===== config.mk =====
export PLATFORM = sky130hd
export DESIGN_NAME = ifetch_rsp_arb
export DESIGN_NICKNAME = d
export VERILOG_FILES = /design/src/rtl/ifetch_rsp_arb.sv
export SDC_FILE = /design/constraint.sdc
export NUM_CORES = 1
export LEC_CHECK = 0
export ABC_AREA = 1
export CAP_MARGIN = 20
export CORE_AREA = 2 2 137 139
export DETAILED_ROUTE_END_ITERATION = 7
export DIE_AREA = 0 0 139 141
export DONT_BUFFER_PORTS = 1
export GPL_TIMING_DRIVEN = 0
export PLACE_DENSITY = 0.6
export SETUP_SLACK_MARGIN = 0.15
export SKIP_CTS_REPAIR_TIMING = 1
export SYNTH_ARGS = -nofsm -noshare
export SYNTH_HDL_FRONTEND = slang
export SYNTH_SLANG_ARGS = --single-unit

===== constraint.sdc =====
create_clock -name clk -period 3.39 [get_ports clk]
set_input_delay 0.5085 -clock clk [delete_from_list [all_inputs] [get_ports clk]]
set_output_delay 0.5085 -clock clk [all_outputs]
set_load 0.02 [all_outputs]

===== src/rtl/ifetch_rsp_arb.sv =====
// ifetch_rsp_arb: round-robin merge of NUM_REQS instruction-fetch response
// streams into one registered ifetch response stream.
//
// Ports:
//   clk, reset         clock, asynchronous active-high reset
//   in_valid/in_ready  per-input handshake (at most one ready bit set)
//   in_uuid/tmask/wid/PC/data  packed per-input payloads, input i in slice i
//   out_valid/out_ready        output handshake
//   out_uuid/tmask/wid/PC/data registered output payload
//   out_idx            index of the input that supplied the current output
//
// The output is a single pipeline register. A new response loads whenever
// the register is empty or being drained this cycle, so a continuous stream
// moves at one response per cycle. The round-robin pointer moves only on a
// transfer, so an input that stays valid is served within NUM_REQS transfers.
module ifetch_rsp_arb #(
  parameter int NUM_REQS    = 2,
  parameter int UUID_BITS   = 44,
  parameter int NUM_THREADS = 4,
  parameter int NW_BITS     = 2,
  parameter int REQ_BITS    = (NUM_REQS > 1) ? $clog2(NUM_REQS) : 1
) (
  input  logic                            clk,
  input  logic                            reset,
  input  logic [NUM_REQS-1:0]             in_valid,
  input  logic [NUM_REQS*UUID_BITS-1:0]   in_uuid,
  input  logic [NUM_REQS*NUM_THREADS-1:0] in_tmask,
  input  logic [NUM_REQS*NW_BITS-1:0]     in_wid,
  input  logic [NUM_REQS*32-1:0]          in_PC,
  input  logic [NUM_REQS*32-1:0]          in_data,
  output logic [NUM_REQS-1:0]             in_ready,
  output logic                            out_valid,
  output logic [UUID_BITS-1:0]            out_uuid,
  output logic [NUM_THREADS-1:0]          out_tmask,
  output logic [NW_BITS-1:0]              out_wid,
  output logic [31:0]                     out_PC,
  output logic [31:0]                     out_data,
  output logic [REQ_BITS-1:0]             out_idx,
  input  logic                            out_ready
);

  logic                   r_valid;
  logic [UUID_BITS-1:0]   r_uuid;
  logic [NUM_THREADS-1:0] r_tmask;
  logic [NW_BITS-1:0]     r_wid;
  logic [31:0]            r_pc;
  logic [31:0]            r_data;
  logic [REQ_BITS-1:0]    r_idx;
  logic [REQ_BITS-1:0]    r_rr_ptr;

  logic                   w_can_accept;
  logic                   w_fire;
  logic [REQ_BITS-1:0]    w_grant;
  logic                   w_grant_valid;
  logic [UUID_BITS-1:0]   w_uuid;
  logic [NUM_THREADS-1:0] w_tmask;
  logic [NW_BITS-1:0]     w_wid;
  logic [31:0]            w_pc;
  logic [31:0]            w_data;

  // The register can take a new response unless it holds one that is blocked.
  assign w_can_accept = ~(r_valid & ~out_ready);
  assign w_fire       = w_can_accept & w_grant_valid;

  generate
    if (NUM_REQS == 1) begin : g_single
      assign w_grant       = '0;
      assign w_grant_valid = in_valid[0];
    end else begin : g_multi
      // Round-robin search starting just after the last granted input.
      // Offsets are scanned high to low so the nearest valid input wins.
      always_comb begin
        int j;
        j             = 0;
        w_grant       = '0;
        w_grant_valid = 1'b0;
        for (int k = NUM_REQS; k >= 1; k--) begin
          j = (int'(r_rr_ptr) + k) % NUM_REQS;
          if (in_valid[j[REQ_BITS-1:0]]) begin
            w_grant       = j[REQ_BITS-1:0];
            w_grant_valid = 1'b1;
          end else begin
            w_grant       = w_grant;
            w_grant_valid = w_grant_valid;
          end
        end
      end
    end
  endgenerate

  // Payload select for the granted input.
  always_comb begin
    w_uuid  = in_uuid[UUID_BITS-1:0];
    w_tmask = in_tmask[NUM_THREADS-1:0];
    w_wid   = in_wid[NW_BITS-1:0];
    w_pc    = in_PC[31:0];
    w_data  = in_data[31:0];
    for (int i = 1; i < NUM_REQS; i++) begin
      if (w_grant == REQ_BITS'(i)) begin
        w_uuid  = in_uuid[i*UUID_BITS +: UUID_BITS];
        w_tmask = in_tmask[i*NUM_THREADS +: NUM_THREADS];
        w_wid   = in_wid[i*NW_BITS +: NW_BITS];
        w_pc    = in_PC[i*32 +: 32];
        w_data  = in_data[i*32 +: 32];
      end else begin
        w_uuid  = w_uuid;
      end
    end
  end

  // One-hot ready to the granted input; held low while reset is asserted.
  always_comb begin
    in_ready = '0;
    for (int i = 0; i < NUM_REQS; i++) begin
      if (w_fire && !reset && (w_grant == REQ_BITS'(i))) begin
        in_ready[i] = 1'b1;
      end else begin
        in_ready[i] = 1'b0;
      end
    end
  end

  // Output register and round-robin pointer.
  always_ff @(posedge clk or posedge reset) begin
    if (reset) begin
      r_valid  <= 1'b0;
      r_uuid   <= '0;
      r_tmask  <= '0;
      r_wid    <= '0;
      r_pc     <= 32'h0000_0000;
      r_data   <= 32'h0000_0000;
      r_idx    <= '0;
      r_rr_ptr <= REQ_BITS'(NUM_REQS - 1);
    end else if (w_fire) begin
      r_valid  <= 1'b1;
      r_uuid   <= w_uuid;
      r_tmask  <= w_tmask;
      r_wid    <= w_wid;
      r_pc     <= w_pc;
      r_data   <= w_data;
      r_idx    <= w_grant;
      r_rr_ptr <= w_grant;
    end else if (w_can_accept) begin
      r_valid  <= 1'b0;
    end else begin
      r_valid  <= r_valid;
    end
  end

  assign out_valid = r_valid;
  assign out_uuid  = r_uuid;
  assign out_tmask = r_tmask;
  assign out_wid   = r_wid;
  assign out_PC    = r_pc;
  assign out_data  = r_data;
  assign out_idx   = r_idx;

endmodule

Word-level counts from Yosys, hierarchy flattened --
Index checks and enable logic that the tools add are counted.
Operators by class: add/sub/neg operators 2, muxes and demuxes 17, magnitude comparators 2, equal/unequal tests 1, bitwise gates (word level) 5, reduce and logical (&&, ||, !) cells 4
Operators with widths (count):
- two-way mux 32 bit | 2
- two-way mux 44 bit | 1
- two-way mux 1 bit | 12
- < comparator 1 x 2 -> 1 bit (second input constant) | 2
- two-way mux 4 bit | 1
- logical AND 1 bit | 3
- inverter 1 bit | 3
- adder 1 bit (second input constant) | 2
- AND 1 bit | 2
- two-way mux 2 bit | 1
- != test 2 bit (second input constant) | 1
- logical NOT 1 bit | 1
Word-level totals: output and inout bits 118, logic and storage cells 39, register bits 117, input port bits 233

Logic depth before layout (Yosys ltp) --
Gate-level depths: netlist of the first run.
depth in word-level cells 9, gate-level depth with buffers 8, gate-level depth less buffers 6

Least setup slack after synthesis of the first run --
No wires, ideal clock.
path kind input to output, start point input in_valid[1], end point output in_ready[0], setup slack 1.494 ns, data required time 2.882 ns, stages on the path 5, buffers on the path 2, data arrival time 1.388 ns, path through buf_4 > nand2_2 > clkbuf_1 > nand2_1 > nor2_1
Between the ends: word-level cells in the longest chain between the ends 8, elaborated cells between the ends (all ways) 13, classes of those cells mux (9); bitwise (2); reduce/logical (2)
Ends and longest elaborated chain:
- start, declared | RTL line 25 | input logic [NUM_REQS-1:0] in_valid,
- two-way mux 1 bit (not written as such) (2 in a row) | RTL line 79 | if (in_valid[j[REQ_BITS-1:0]]) begin
- two-way mux 1 bit (2 in a row) | RTL line 79
- AND 1 bit | RTL line 63 | assign w_fire = w_can_accept & w_grant_valid;
- logical AND 1 bit | RTL line 115 | if (w_fire && !reset && (w_grant == REQ_BITS'(i))) begin
- logical AND 1 bit (*) | RTL line 115
- two-way mux 1 bit (*) | RTL line 115
- end, declared | RTL line 31 | output logic [NUM_REQS-1:0] in_ready,
Mark *: on every way between the ends. The rest lies on a longest branch, timed or not. The select of a mux whose other input is x is not followed.

Worst setup path after layout of the first run --
start point register r_rr_ptr, end point output in_ready[0]
Between the ends: word-level cells in the longest chain between the ends 9, elaborated cells between the ends (all ways) 15, classes of those cells add/sub (2); mux (9); bitwise (2); reduce/logical (2)
Ends and longest elaborated chain:
- start, declared | RTL line 49 | logic [REQ_BITS-1:0] r_rr_ptr;
- start signal, assigned | RTL line 133 | r_rr_ptr <= REQ_BITS'(NUM_REQS - 1);
- start signal, assigned | RTL line 142 | r_rr_ptr <= w_grant;
- adder 1 bit | RTL line 78 | j = (int'(r_rr_ptr) + k) % NUM_REQS;
- two-way mux 1 bit (not written as such) (2 in a row) | RTL line 79
- two-way mux 1 bit (2 in a row) | RTL line 79
- AND 1 bit | RTL line 63
- logical AND 1 bit | RTL line 115
- logical AND 1 bit (*) | RTL line 115
- two-way mux 1 bit (*) | RTL line 115
Marks and branches as above.

==> metrics.md, run 1 <==
| Metric | Value |
|---|---|
| Gpl congestion | `0.8934` |
| Int Pwr | `0.002934 W` |
| Final setup viols | `0` |
| Sw frac | `34.03%` |
| Clk buf depth | `2` |
| Fin. max-slew vios | `0` |
| Initial core utilization | `34.25%` |
| Largest net degree at the start of global routing | `42` |
| DRC Markers | `0` |
| Placed wire-length estimate | `15020 µm` |
| Post-synthesis cell type count | `16` |
| Reg power frac | `46.9%` |
| Num CTS Buffers | `17` |
| TritonCTS clock tree | `built` |
| Startpoint types | `flop` |
| FILL cells | `1944` |
| Worst setup path class | `reg2out` |
| Global-route wire length before repair | `30570 µm` |
| Final Hold Fails | `0` |
| Endpoint class of the critical path | `output pin` |
| Post-Layout Cell Count | `1150` |
| Worst Setup EP | `in_ready[0]` |
| Max VDD drop | `0.3405 mV` |
| Hold WC Path Type | `in2reg` |
| Site Rows | `50` |
| Synthesized cell area | `0.006257 mm²` |
| Post-synthesis cell count | `881` |
| Arr. time, crit path | `2.32 ns` |
| Ant diodes | `0` |
| Period utilization | `83.58%` |
| IO buf count | `0` |
| Critical Path Start | `r_rr_ptr` |
| Clk pwr share | `38.4%` |
| Top sig layer | `met5` |
| Final hold slack | `0.2543 ns` |
| Sw Pwr | `0.001514 W` |
| Met3 Wirelength | `1674 µm` |
| Final ANT Viol Nets | `0` |
| Via count | `5705` |
| CP required | `2.88 ns` |
| Share of layout cells above drive strength 1 | `7.096%` |
| Die width | `139 µm` |
| Power Dens Cells | `619.3 mW/mm²` |
| Setup TNS | `0 ns` |
| Final worst path period need | `2.833 ns` |
| Combinational power share | `14.7%` |
| Iteration count of the initial detailed-routing pass | `5` |
| Global Route Usage Sum | `20.04%` |
| Post-Syn Area per Cell | `7.102 µm²` |
| Cells after DPL | `1118` |
| Slew @ Worst Pin | `0.5655 ns` |
| Worst-path maximum fanout | `10` |
| IO Pins | `351` |
| Reg-to-reg setup timing slack | `1.36 ns` |
| FF-to-FF path depth | `7` |
| Worst reg2reg startpoint | `r_rr_ptr` |
| Die Ht | `141 µm` |
| Yosys top cell area share | `46.39%` |
| Vias per cell | `4.961` |
| Root buffer cell | `clkbuf_16` |
| Seq/Total Area, Yosys | `46.81%` |
| Vias in the first global route | `5491` |
| Final #Nets | `1137` |
| Highest Clock Rate | `352.9 MHz` |
| MaxCap Viol Count | `0` |
| Die area | `0.01960 mm²` |
| Wirelength per Cell | `17.37 µm` |
| Synthesized net count | `1114` |
| Area Overhead vs Synth | `14.78%` |
| Iter 0 DRT Violations | `329` |
| Yosys reg bits | `117` |
| Number of synthesis warnings | `0` |
| Status | `finished clean` |
| CTS clock-pin slew for the worst setup and hold paths | `0.05 ns` |
| R2R Path End | `out_uuid[12]` |
| Total congestion overflow | `0` |
| Met1 WL | `8379 µm` |
| Largest area contributor in the netlist | `dfrtp_1` |
| Ranking of synthesized cells by area | `dfrtp_1, nand2_1, nand3_1` |
| Final wirelength | `19980 µm` |
| RSZ-0062 raised after global routing | `no` |
| Leading cell types in the layout, fill and taps excluded | `nand2_1, dfrtp_1, nand3_1` |
| Initial antenna violation count | `1` |
| Core area | `0.01827 mm²` |
| WL met2 | `9501 µm` |
| Leak | `3.971 nW` |
| Clock skew | `0.005377 ns` |
| H-tree depth | `4` |
| Rel. slew slack | `62.30%` |
| # clock sinks | `117` |
| Multi-input combinational cell area | `0.002791 mm²` |
| Clk_lat worst skew | `0.40 ns` |
| Storage element area | `0.002929 mm²` |
| Most common cell after layout, fill and taps aside | `nand2_1` |
## flip-flops by register name, indices dropped and copies added, names as in the netlist
register / flops
out_PC: 32
out_uuid: 44
r_rr_ptr: 1
out_wid: 2
out_tmask: 4
out_data: 32
out_idx: 1
out_valid: 1
## logic make-up (layout without fill, tap and decap cells)
group	after synthesis	count (layout)	share of synthesized area (%)
buffers and inverters	124	159	8.578
and+or+nand+nor	640	640	44.61
DFF	117	117	46.81
## final cells by class
class / count / area share [%]
buffer: 61 / 4.164
clock buffer: 21 / 6.272
clock inverter: 10 / 1.498
inverter: 63 / 3.362
multi-input combinational: 640 / 38.87
sequential: 117 / 40.78
tap: 234 / 4.077
timing repair buffer: 4 / 0.9756
## how the worst min path moves through the flow
stage / start / endpoint / cells past startpoint
after global routing: in_valid[0] / out_valid / 2
after floorplan: r_rr_ptr / r_rr_ptr / 2
final: in_valid[0] / out_valid / 2
after global placement: r_rr_ptr / r_rr_ptr / 2
after detailed placement: reset / out_uuid[19] / 1
after CTS: reset / out_uuid[19] / 1
## per-layer routing
layer / GRT usage, % / vias up
met5: 0 / -
met4: 6.805 / 2
met3: 6.827 / 32
met2: 32.36 / 267
met1: 25.29 / 2633
li1: - / 2771
## synth_stat cells
cell type  count
buf_1         14
inv_1         62
nand2_2        2
dfrtp_1      116
dfstp_2        1
buf_2         20
buf_6          5
nor2_2         1
clkbuf_1      20
clkinv_2       1
nand2_1      459
nor2_8         1
nor2_1         3
buf_4          2
nand3_1      115
nand3b_1      59
## power groups by stage
| stage | sequential (W) | clock [W] | combinational, W |
|---|---|---|---|
| after global placement | 0.00211 | 0 | 0.000637 |
| after floorplan | 0.00203 | 0 | 0.000500 |
| after global routing | 0.00211 | 0.00183 | 0.000762 |
| after CTS | 0.00209 | 0.00176 | 0.000662 |
| final | 0.00209 | 0.00171 | 0.000653 |
| after detailed placement | 0.00211 | 0 | 0.000662 |
## through the flow
stage	cell area, µm²	total power, W	utilization, %	worst slack (ns)
2_1_floorplan	6261	0.002531	-	1.455
3_3_place_gp	6554	0.002746	35.88	0.6999
3_5_place_dp	6614	0.002768	36.21	0.9311
4_1_cts	7172	0.004515	39.26	0.4798
5_1_grt	7182	0.004697	39.32	0.4035
6_report	7182	0.004448	39.32	0.5565
## worst max-delay path: stages (launching register included)
cell and delay, ns:
dfstp_2 0.53, nand2_2 0.19, nand2_2 0.28, clkbuf_1 0.43, nand2_1 0.16, nor2_1 0.33
(Power assumes the default switching activity.)
==> run 2: changes to the inputs <==
Settings changed: PLACE_DENSITY 0.6 to 0.59.
Clock period 3.39 ns to 2.97 ns, I/O delays scaled along.
==> run 2 against run 1 <==
Against the previous run: clock skew increased by 0.0017 ns; largest power group unchanged; combinational power up 13%; global-route usage decreased by 0.30 points; sequential power is 14% higher; count of clock-buffer cells in the layout is 1 higher; first-iteration DRC count shrank 20%; flip-flop and latch count unchanged; worst hold slack worse by 0.059 ns; non-clock buffer count shrank 1; clock power rose by 9.9%; critical path type unchanged.
==> metrics.md, run 2 (synthesized netlist as in run 1, its figures left out) <==
| Metric | Value |
|---|---|
| CP required | `2.52 ns (-0.36 ns)` |
| Root buffer cell | `clkbuf_16` |
| Wirelength per Cell | `17.17 µm (-1.1%)` |
| Power Dens Cells | `697.0 mW/mm² (+13%)` |
| H-tree depth | `4 (unchanged)` |
| Final hold slack | `0.1952 ns (-0.05918 ns)` |
| CP max stage cell | `buf_1` |
| Total power | `0.004992 W (+12%)` |
| Iteration count of the initial detailed-routing pass | `5 (unchanged)` |
| Worst-path cell chain | `nand2_2 > buf_1 > nand3_1 > nor2_1` |
| Leak | `3.961 nW (-0.26%)` |
| Iter 0 DRT Violations | `263 (-20%)` |
| Worst-path maximum fanout | `10 (unchanged)` |
| Max FFs per register | `44 (unchanged)` |
| Vias in the first global route | `5338 (-2.8%)` |
| DRC Markers | `0 (unchanged)` |
| Die width | `139 µm (unchanged)` |
| Total congestion overflow | `0 (unchanged)` |
| TritonCTS clock tree | `built` |
| Site Rows | `50 (unchanged)` |
| Largest net degree at the start of global routing | `40 (-4.8%)` |
| Final worst path period need | `2.412 ns` |
| Num CTS Buffers | `17 (unchanged)` |
| CP bufs+invs | `1 (unchanged)` |
| Placed wire-length estimate | `15000 µm (-0.14%)` |
| Initial core utilization | `34.25% (unchanged)` |
| Worst setup path class | `reg2out` |
| RSZ-0062 raised after global routing | `no` |
| Period utilization | `81.22%` |
| Final #Nets | `1136 (-0.088%)` |
| # clock sinks | `117 (unchanged)` |
| MaxCap Viol Count | `0 (unchanged)` |
| Global Route Usage Sum | `19.74% (-0.30 points)` |
| Gpl congestion | `0.8571 (-4.1%)` |
| Most common cell after layout, fill and taps aside | `nand2_1` |
| Area Overhead vs Synth | `14.46%` |
| Die area | `0.01960 mm² (unchanged)` |
| Final setup viols | `0 (unchanged)` |
| Critical Path Start | `r_rr_ptr` |
| Hold WC Path Type | `in2reg` |
| CTS clock-pin slew for the worst setup and hold paths | `0.05 ns (about the same)` |
| Initial antenna violation count | `4 (+3)` |
| IO Pins | `351 (unchanged)` |
| Leading cell types in the layout, fill and taps excluded | `nand2_1, dfrtp_1, nand3_1` |
| Clock skew | `0.007032 ns (+0.001655 ns)` |
| Slew @ Worst Pin | `0.5454 ns (-0.02013 ns)` |
| Highest Clock Rate | `414.5 MHz` |
| Setup TNS | `0 ns (unchanged)` |
| Final ANT Viol Nets | `0 (unchanged)` |
| Global-route wire length before repair | `30340 µm (-0.75%)` |
| Core area | `0.01827 mm² (unchanged)` |
| Fin. max-slew vios | `0 (unchanged)` |
| Endpoint class of the critical path | `output pin` |
| Status | `finished clean` |
| Max VDD drop | `0.3747 mV (+10%)` |
| Hold path startpoint | `in_valid[0]` |
| Arr. time, crit path | `1.97 ns (-0.35 ns)` |
| Vias per cell | `4.891 (-1.4%)` |
| Final Hold Fails | `0 (unchanged)` |
| Final wirelength | `19780 µm (-0.97%)` |
| Crit-path max cell delay | `0.42 ns (-0.11 ns)` |
| Clk buf depth | `2 (unchanged)` |
| Startpoint types | `flop` |
| Rel. slew slack | `63.64% (+1.3 points)` |
| Die Ht | `141 µm (unchanged)` |
| Worst path top cell family by delay | `simple AND/OR/NAND/NOR gates` |
| Worst reg2reg startpoint | `r_rr_ptr` |
| Via count | `5635 (-1.2%)` |
| IO buf count | `0 (unchanged)` |
| Clk_lat worst skew | `0.40 ns (about the same)` |
| Share of layout cells above drive strength 1 | `7.096% (unchanged)` |
## run 2: stage by stage
stage,area (µm²),cells,worst slack (ns),util (%)
6_report,7162,1152,0.5576,39.21
5_1_grt,7159,1151,0.3756,39.19
4_1_cts,7151,1150,0.1579,39.14
3_5_place_dp,6614,1118,0.6060,36.21
3_3_place_gp,6554,1115,0.3331,35.88
2_1_floorplan,6261,881,1.098,-
## run 2: worst paths after layout
check / depth (start not counted) / end / slack [ns]
setup / recovery: 4 / in_ready[1] / 0.56
hold reg to reg: 2 / r_rr_ptr / 0.47
max in group asynchronous: 4 / out_uuid[11] / 1.69
min in group asynchronous: 2 / out_data[15] / 0.53
setup reg to reg: 7 / out_uuid[14] / 0.85
hold / removal: 2 / out_valid / 0.20
## run 2: cell type report
cell class,count,area [µm²]
diodes,2,5.005
plain buffers,60,295.3
clock buffers,22,454.2
clock inverters,10,82.58
fillers,1951,11110
inverters,63,241.5
multi-input cells,640,2791
flip-flops and latches,117,2929
well taps,234,292.8
repair buffers,4,70.07
## run 2: where the power goes
part	total (W)	internal, W	switching [W]
logic	0.000735	0.000259	0.000476
clock network	0.00188	0.00116	0.000719
registers	0.00238	0.00185	0.000530
total	0.00499	0.00327	0.00172
## run 2: worst register-to-register path, cell delays in order (launching register included)
cell and delay [ns]:
dfstp_2 0.53, nand2_2 0.18, nand2_2 0.39, buf_2 0.35
buf_2 0.29, nand2_1 0.08, nand3_1 0.13, nand2_1 0.06
## run 2: routing by layer
metal	vias to the layer above	wire [µm]	track usage, %	part of all wire (%)
li1	2766	-	-	-
met1	2594	8318	24.27	42
met2	249	9523	32.90	48
met3	22	1648	7.371	8.3
met4	4	263	5.104	1.3
met5	-	27	0	0.14
